--- src/rtl/regfile_scoreboard_if.sv ---
// Pipeline-facing bundle of the register file: reads, write-back, issue and debug.
// Latency: wiring only; timing is set by the register file behind the slave modport.
// Backpressure: Issue_Ready answers Issue_Valid in the same cycle; no other flow control.
interface regfile_scoreboard_if #(
    parameter int ADDR = 5,
    parameter int SIZE = 32
);
    // write-back
    logic            Write_Reg;
    logic [ADDR-1:0] W_Addr;
    logic [SIZE-1:0] W_Data;

    // decode reads
    logic [ADDR-1:0] R_Addr_A;
    logic [ADDR-1:0] R_Addr_B;
    logic [SIZE-1:0] R_Data_A;
    logic [SIZE-1:0] R_Data_B;
    logic            R_Busy_A;
    logic            R_Busy_B;

    // destination reservation
    logic            Issue_Valid;
    logic [ADDR-1:0] Issue_Addr;
    logic            Issue_Ready;
    logic [ADDR:0]   Busy_Count;

    // debug read, never bypassed
    logic [ADDR-1:0] Dbg_Addr;
    logic [SIZE-1:0] Dbg_Data;

    // Pipeline side: decode, write-back and debug logic.
    modport master (
        output Write_Reg, W_Addr, W_Data,
        output R_Addr_A, R_Addr_B,
        output Issue_Valid, Issue_Addr,
        output Dbg_Addr,
        input  R_Data_A, R_Data_B, R_Busy_A, R_Busy_B,
        input  Issue_Ready, Busy_Count,
        input  Dbg_Data
    );

    // Register file side.
    modport slave (
        input  Write_Reg, W_Addr, W_Data,
        input  R_Addr_A, R_Addr_B,
        input  Issue_Valid, Issue_Addr,
        input  Dbg_Addr,
        output R_Data_A, R_Data_B, R_Busy_A, R_Busy_B,
        output Issue_Ready, Busy_Count,
        output Dbg_Data
    );
endinterface

--- src/rtl/regfile_scoreboard.sv ---
// MIPS register file with per-register busy bits for hazard detection; REGFILE_BYPASS_EN adds write-to-read forwarding.
// Latency: reads, busy flags and Issue_Ready are combinational; data, busy bits and Busy_Count update on the rising Clk edge.
// Backpressure: Issue_Ready drops while the destination is still owned by an older write-back; the caller must stall and retry.
module regfile_scoreboard #(
    parameter int ADDR = 5,
    localparam int NUMB = 1 << ADDR,
    parameter int SIZE = 32,
    parameter int ZERO_REG = 1
) (
    input  logic Clk,
    input  logic Clr,
    regfile_scoreboard_if.slave bus
);

    // Register 0 is hard-wired to zero and never owned by anybody when this is set.
    localparam bit ZR = (ZERO_REG != 0);
    localparam logic [ADDR:0] CNT_ONE = 1;

    logic [SIZE-1:0] regs [NUMB];
    logic [NUMB-1:0] busy;
    logic [NUMB-1:0] busy_next;
    logic [ADDR:0]   busy_count;
    logic [ADDR:0]   count_next;

    logic            wr_en;
    logic            issue_zero;
    logic            issue_ready;
    logic            issue_take;
    logic            count_inc;
    logic            count_dec;

    logic [SIZE-1:0] rd_a;
    logic [SIZE-1:0] rd_b;
    logic [SIZE-1:0] rd_dbg;
    logic            busy_a;
    logic            busy_b;

    // Decide whether this cycle's write-back lands and whether the issue is accepted.
    always_comb begin
        wr_en       = bus.Write_Reg && !(ZR && (bus.W_Addr == '0));
        issue_zero  = ZR && (bus.Issue_Addr == '0);
        // A same-cycle write-back to the destination frees it in time for the new owner.
        issue_ready = bus.Issue_Valid &&
                      (!busy[bus.Issue_Addr] ||
                       (bus.Write_Reg && (bus.W_Addr == bus.Issue_Addr)) ||
                       issue_zero);
        // An accepted issue to a hard-wired zero register reserves nothing.
        issue_take  = issue_ready && !issue_zero;
    end

    // Next busy vector: write-back clears, an accepted issue sets and wins over the clear.
    always_comb begin
        busy_next = busy;
        if (bus.Write_Reg) begin
            busy_next[bus.W_Addr] = 1'b0;
        end
        if (issue_take) begin
            busy_next[bus.Issue_Addr] = 1'b1;
        end
        if (ZR) begin
            busy_next[0] = 1'b0;
        end
    end

    // Track popcount(busy) incrementally so the count never needs an adder tree.
    always_comb begin
        // Only a newly reserved register adds one; re-owning a register being freed is net zero.
        count_inc  = issue_take && !busy[bus.Issue_Addr];
        // A clear counts only if the bit was set and the same edge does not re-set it.
        count_dec  = bus.Write_Reg && busy[bus.W_Addr] &&
                     !(issue_take && (bus.Issue_Addr == bus.W_Addr));
        count_next = busy_count;
        if (count_inc && !count_dec) begin
            count_next = busy_count + CNT_ONE;
        end else if (count_dec && !count_inc) begin
            count_next = busy_count - CNT_ONE;
        end
    end

    // Register storage: cleared asynchronously, written on the rising edge.
    always_ff @(posedge Clk or posedge Clr) begin
        if (Clr) begin
            for (int i = 0; i < NUMB; i++) begin
                regs[i] <= '0;
            end
        end else if (wr_en) begin
            regs[bus.W_Addr] <= bus.W_Data;
        end
    end

    // Scoreboard state: busy bits and their running count.
    always_ff @(posedge Clk or posedge Clr) begin
        if (Clr) begin
            busy       <= '0;
            busy_count <= '0;
        end else begin
            busy       <= busy_next;
            busy_count <= count_next;
        end
    end

    // Port A read with optional forwarding of the write-back in flight.
    always_comb begin
        rd_a   = regs[bus.R_Addr_A];
        busy_a = busy[bus.R_Addr_A];
        if (ZR && (bus.R_Addr_A == '0)) begin
            rd_a   = '0;
            busy_a = 1'b0;
        end
`ifdef REGFILE_BYPASS_EN
        // wr_en already excludes a suppressed register 0, so zero stays zero.
        if (wr_en && (bus.W_Addr == bus.R_Addr_A)) begin
            rd_a   = bus.W_Data;
            busy_a = 1'b0;
        end
`endif
    end

    // Port B read with optional forwarding of the write-back in flight.
    always_comb begin
        rd_b   = regs[bus.R_Addr_B];
        busy_b = busy[bus.R_Addr_B];
        if (ZR && (bus.R_Addr_B == '0)) begin
            rd_b   = '0;
            busy_b = 1'b0;
        end
`ifdef REGFILE_BYPASS_EN
        if (wr_en && (bus.W_Addr == bus.R_Addr_B)) begin
            rd_b   = bus.W_Data;
            busy_b = 1'b0;
        end
`endif
    end

    // Debug port always shows architectural state, never the value in flight.
    always_comb begin
        rd_dbg = regs[bus.Dbg_Addr];
        if (ZR && (bus.Dbg_Addr == '0)) begin
            rd_dbg = '0;
        end
    end

    assign bus.R_Data_A    = rd_a;
    assign bus.R_Data_B    = rd_b;
    assign bus.R_Busy_A    = busy_a;
    assign bus.R_Busy_B    = busy_b;
    assign bus.Issue_Ready = issue_ready;
    assign bus.Busy_Count  = busy_count;
    assign bus.Dbg_Data    = rd_dbg;

endmodule
--- src/flat_wrapper.sv ---
// flat-port wrapper written by rule: the top's interface ports become plain ports
module regfile_scoreboard_flat 
#(
    parameter int ADDR = 5,
    localparam int NUMB = 1 << ADDR,
    parameter int SIZE = 32,
    parameter int ZERO_REG = 1
)
  (Clk, Clr, bus_Write_Reg, bus_W_Addr, bus_W_Data, bus_R_Addr_A, bus_R_Addr_B, bus_Issue_Valid, bus_Issue_Addr, bus_Dbg_Addr, bus_R_Data_A, bus_R_Data_B, bus_R_Busy_A, bus_R_Busy_B, bus_Issue_Ready, bus_Busy_Count, bus_Dbg_Data);
  regfile_scoreboard_if #(.ADDR(ADDR), .SIZE(SIZE)) bus_i ();
  input  logic Clk;
  input  logic Clr;
  input wire logic [$bits(bus_i.Write_Reg)-1:0] bus_Write_Reg;
  input wire logic [$bits(bus_i.W_Addr)-1:0] bus_W_Addr;
  input wire logic [$bits(bus_i.W_Data)-1:0] bus_W_Data;
  input wire logic [$bits(bus_i.R_Addr_A)-1:0] bus_R_Addr_A;
  input wire logic [$bits(bus_i.R_Addr_B)-1:0] bus_R_Addr_B;
  input wire logic [$bits(bus_i.Issue_Valid)-1:0] bus_Issue_Valid;
  input wire logic [$bits(bus_i.Issue_Addr)-1:0] bus_Issue_Addr;
  input wire logic [$bits(bus_i.Dbg_Addr)-1:0] bus_Dbg_Addr;
  output wire logic [$bits(bus_i.R_Data_A)-1:0] bus_R_Data_A;
  output wire logic [$bits(bus_i.R_Data_B)-1:0] bus_R_Data_B;
  output wire logic [$bits(bus_i.R_Busy_A)-1:0] bus_R_Busy_A;
  output wire logic [$bits(bus_i.R_Busy_B)-1:0] bus_R_Busy_B;
  output wire logic [$bits(bus_i.Issue_Ready)-1:0] bus_Issue_Ready;
  output wire logic [$bits(bus_i.Busy_Count)-1:0] bus_Busy_Count;
  output wire logic [$bits(bus_i.Dbg_Data)-1:0] bus_Dbg_Data;
  assign bus_i.Write_Reg = bus_Write_Reg;
  assign bus_i.W_Addr = bus_W_Addr;
  assign bus_i.W_Data = bus_W_Data;
  assign bus_i.R_Addr_A = bus_R_Addr_A;
  assign bus_i.R_Addr_B = bus_R_Addr_B;
  assign bus_i.Issue_Valid = bus_Issue_Valid;
  assign bus_i.Issue_Addr = bus_Issue_Addr;
  assign bus_i.Dbg_Addr = bus_Dbg_Addr;
  assign bus_R_Data_A = bus_i.R_Data_A;
  assign bus_R_Data_B = bus_i.R_Data_B;
  assign bus_R_Busy_A = bus_i.R_Busy_A;
  assign bus_R_Busy_B = bus_i.R_Busy_B;
  assign bus_Issue_Ready = bus_i.Issue_Ready;
  assign bus_Busy_Count = bus_i.Busy_Count;
  assign bus_Dbg_Data = bus_i.Dbg_Data;
  regfile_scoreboard #(.ADDR(ADDR), .SIZE(SIZE), .ZERO_REG(ZERO_REG)) u_core (.Clk(Clk), .Clr(Clr), .bus(bus_i));
endmodule
--- config.mk ---
export PLATFORM = sky130hd
export DESIGN_NAME = regfile_scoreboard_flat
export DESIGN_NICKNAME = d
export VERILOG_FILES = /design/src/rtl/regfile_scoreboard_if.sv /design/src/rtl/regfile_scoreboard.sv /design/src/flat_wrapper.sv
export SDC_FILE = /design/constraint.sdc
export NUM_CORES = 2
export LEC_CHECK = 0
export BUFFER_PORTS_ARGS = -buffer_cell sky130_fd_sc_hd__buf_2
export CELL_PAD_IN_SITES_DETAIL_PLACEMENT = 1
export CELL_PAD_IN_SITES_GLOBAL_PLACEMENT = 1
export CORE_AREA = 2 2 336 338
export DETAILED_ROUTE_END_ITERATION = 10
export DIE_AREA = 0 0 338 340
export GPL_TIMING_DRIVEN = 0
export PLACE_DENSITY_LB_ADDON = 0.1
export SYNTH_ARGS = -nofsm -noshare
export SYNTH_HDL_FRONTEND = slang
export SYNTH_SLANG_ARGS = --single-unit
--- constraint.sdc ---
create_clock -name Clk -period 87.6 [get_ports Clk]
set_clock_uncertainty 0.05 [all_clocks]
set_input_delay 4.38 -clock Clk [delete_from_list [all_inputs] [get_ports Clk]]
set_output_delay 4.38 -clock Clk [all_outputs]
set_load 0.03 [all_outputs]
==> flow_metrics.env <==
export IMPL_cp_data_required_time_ps=83170
export IMPL_multi_input_area_um2=36100
export IMPL_synth_edf_count=0
export IMPL_start_kind="input pin"
export IMPL_met1_length_mm=94.6
export IMPL_regArea_um2=26600
export IMPL_rows=123
export IMPL_yosysSeqAreaShare_pct=40.8
export IMPL_antenna_found_initial=23
export IMPL_cts_num_sinks=1061
export IMPL_slowest_stage="clkbuf_1"
export IMPL_totalWireLength_mm=280
export IMPL_grt_pass1_vias=48600
export IMPL_post_cts_buffers=0
export IMPL_violations="capacitance limit, slew limit"
export IMPL_arrival_ps=8900
export IMPL_worstPathCellList="buf_2, clkbuf_1, clkbuf_1, mux4_2, inv_1, o21ai_0, buf_2"
export IMPL_overflow=0
export IMPL_antenna_left=0
export IMPL_cp_end_kind="primary output"
export IMPL_crit_family="buffers and inverters"
export IMPL_cts_buffers=120
export IMPL_maxSlewHeadroom_pct=-5.67
export IMPL_synthCells=4129
export IMPL_die_area_um2=115000
export IMPL_fp_dieW_um=338
export IMPL_synth_nets=4196
export IMPL_grt_usage_pct=49.5
export IMPL_final_hold_viol_count=0
export IMPL_design_area_um2=72300
export IMPL_peakVddDrop_mv=0.0190
export IMPL_min_period_over_period_pct=15.2
export IMPL_slew_viol_final=34
export IMPL_path_buf_inv=5
export IMPL_synth_area_leaders="dfrtp_1, mux4_2, mux2_2"
export IMPL_first_pass_iters=6
export IMPL_power_density_nw_per_um2=24.1
export IMPL_path_max_fanout=10
export IMPL_rsz0062_at_grt="false"
export IMPL_drc=0
export IMPL_io_pins=166
export IMPL_cts_tree="yes"
export IMPL_initial_core_util_pct=58.3
export IMPL_gp_congestion=1.00
export IMPL_yosys_area_top_type="dfrtp_1"
export IMPL_wl_met2_mm=118
export IMPL_crit_type="in -> out"
export IMPL_synthArstFlopShare_pct=100
export IMPL_netlist_cell_type_count=53
export IMPL_drive_gt1_share_pct=57.1
export IMPL_cts_hold_fix_buffers=0
export IMPL_tns_ps=0
export IMPL_clockRootBuffer="clkbuf_16"
export IMPL_vias=48400
export IMPL_max_slew_worst_pin_slew_ps=1590
export IMPL_synthFlopType="dfrtp_1"
export IMPL_ctsResizeCount=0
export IMPL_fin_nets=4480
export IMPL_synth_common_cells="dfrtp_1, mux2_2, mux4_2"
export IMPL_routed_via_density=8.02
export IMPL_grt_max_degree=121
export IMPL_max_freq_mhz=75.0
export IMPL_final_fill_count=9925
export IMPL_drtIter0Drc=7647
export IMPL_path_clk_slew_ps=60
export IMPL_placed_area_um2=68000
export IMPL_leakage_nw=30.2
export IMPL_coreArea_um2=112000
export IMPL_areaGrowthSynthToFinish_pct=11.0
export IMPL_route_met3_wl_mm=46.4
export IMPL_status="complete, but fails checks"
export IMPL_maxCapViolations=5
export IMPL_syn_area_per_cell_um2=15.8
export IMPL_cts_htree_levels=3
export IMPL_highest_layer="met5"
export IMPL_clockBufferDepth=3
export IMPL_cpPeakStageDelay_ps=1180
export IMPL_setup_viol=0
export IMPL_synth_warnings=0
export IMPL_hold_class="reg -> reg"
export IMPL_synth_seq_cells=1061
export IMPL_grt_pass1_wl_mm=389
export IMPL_synth_top_area_share_pct=40.8
export IMPL_synthesis_area_um2=65100
export IMPL_dpl_hpwl_mm=197
export IMPL_yosysMostFrequentCell="dfrtp_1"
export IMPL_wl_per_cell_um=46.4
export IMPL_die_h_um=340
export IMPL_port_buffers=149
export IMPL_clk_latency_ps=740
export IMPL_period_needed_ps=13330
## sequential cells by signal, indices dropped and copies added (netlist names)
register and cells:
u_core.bus.Busy_Count 6, u_core.busy 31, u_core.regs 1024
## logic make-up (layout without fill, tap and decap cells)
| family | after synthesis | in the layout | synth area share, % |
|---|---|---|---|
| buf+inv | 570 | 952 | 3.80 |
| compound gates | 193 | 193 | 1.83 |
| fa+ha+maj | 6 | 6 | 0.127 |
| flops | 1061 | 1061 | 40.8 |
| other cells | 0 | 19 | 0 |
| xor+xnor | 10 | 10 | 0.135 |
| mux | 2026 | 2026 | 51.5 |
| simple gates | 263 | 263 | 1.86 |
## where the power goes
part | switching (mW) | total [mW] | internal (mW)
registers | 0.106 | 0.691 | 0.585
clock network | 0.225 | 0.546 | 0.321
logic | 0.251 | 0.506 | 0.255
## metrics by stage
stage	cells	power, mW	util, %	hold slack (ps)	setup WS (ps)
6_report	6030	1.74	64.8	427	74270
3_3_place_gp	5778	1.14	60.7	403	41210
4_1_cts	6010	1.71	64.7	431	74370
2_1_floorplan	4129	0.995	-	391	53300
3_5_place_dp	5790	1.17	61.0	414	74360
5_1_grt	6011	1.78	64.7	453	74640
## worst paths after layout
| check | startpoint | endpoint | slack (ps) | cells past startpoint |
|---|---|---|---|---|
| max in group asynchronous | Clr | u_core.regs[931] | 81690 | 5 |
| min in group asynchronous | Clr | u_core.regs[166] | 3780 | 2 |
| max reg2reg | u_core.busy[7] | u_core.bus.Busy_Count[5] | 83550 | 12 |
| max | bus_R_Addr_A[3] | bus_R_Data_A[25] | 74270 | 7 |
| min | u_core.bus.Busy_Count[5] | u_core.bus.Busy_Count[5] | 430 | 1 |
| min reg2reg | u_core.bus.Busy_Count[5] | u_core.bus.Busy_Count[5] | 430 | 1 |
## per-layer routing
| metal | GRT usage (%) | vias to the layer above |
|---|---|---|
| li1 | - | 17000 |
| met2 | 67.9 | 4395 |
| met4 | 29.3 | 24 |
| met3 | 25.9 | 1145 |
| met5 | 0.668 | - |
| met1 | 62.5 | 25800 |
## area by class of cell
cell class / count / area share (%)
timing repair buffer: 162 / 1.44
sequential: 1061 / 36.7
inverter: 76 / 0.405
tap: 1500 / 2.60
antenna: 19 / 0.0658
clock inverter: 39 / 0.809
multi-input combinational: 2498 / 49.9
clock buffer: 181 / 4.94
buffer: 494 / 3.05
## cells in the final DEF (no fill, tap or decap), types with 5 or more instances in the layout
cell,count
nor2b_1,22
mux2_1,7
a22o_1,8
a22oi_1,14
mux2_2,1028
o31ai_1,7
diode_2,19
xnor2_1,7
bufinv_16,14
clkbuf_2,10
clkbuf_8,34
buf_4,15
ha_1,5
nand3b_1,9
clkinv_2,18
nand2_1,161
nor2_1,23
buf_16,9
buf_2,355
o211ai_1,30
dfrtp_1,1061
o22ai_1,5
a21oi_1,17
mux2i_1,39
clkbuf_1,240
inv_1,75
clkbuf_16,120
nand4_1,6
nand3_1,10
buf_1,48
o21ai_0,70
o21ai_1,23
mux4_2,952
No activity file was read; power rests on OpenSTA's default activity.
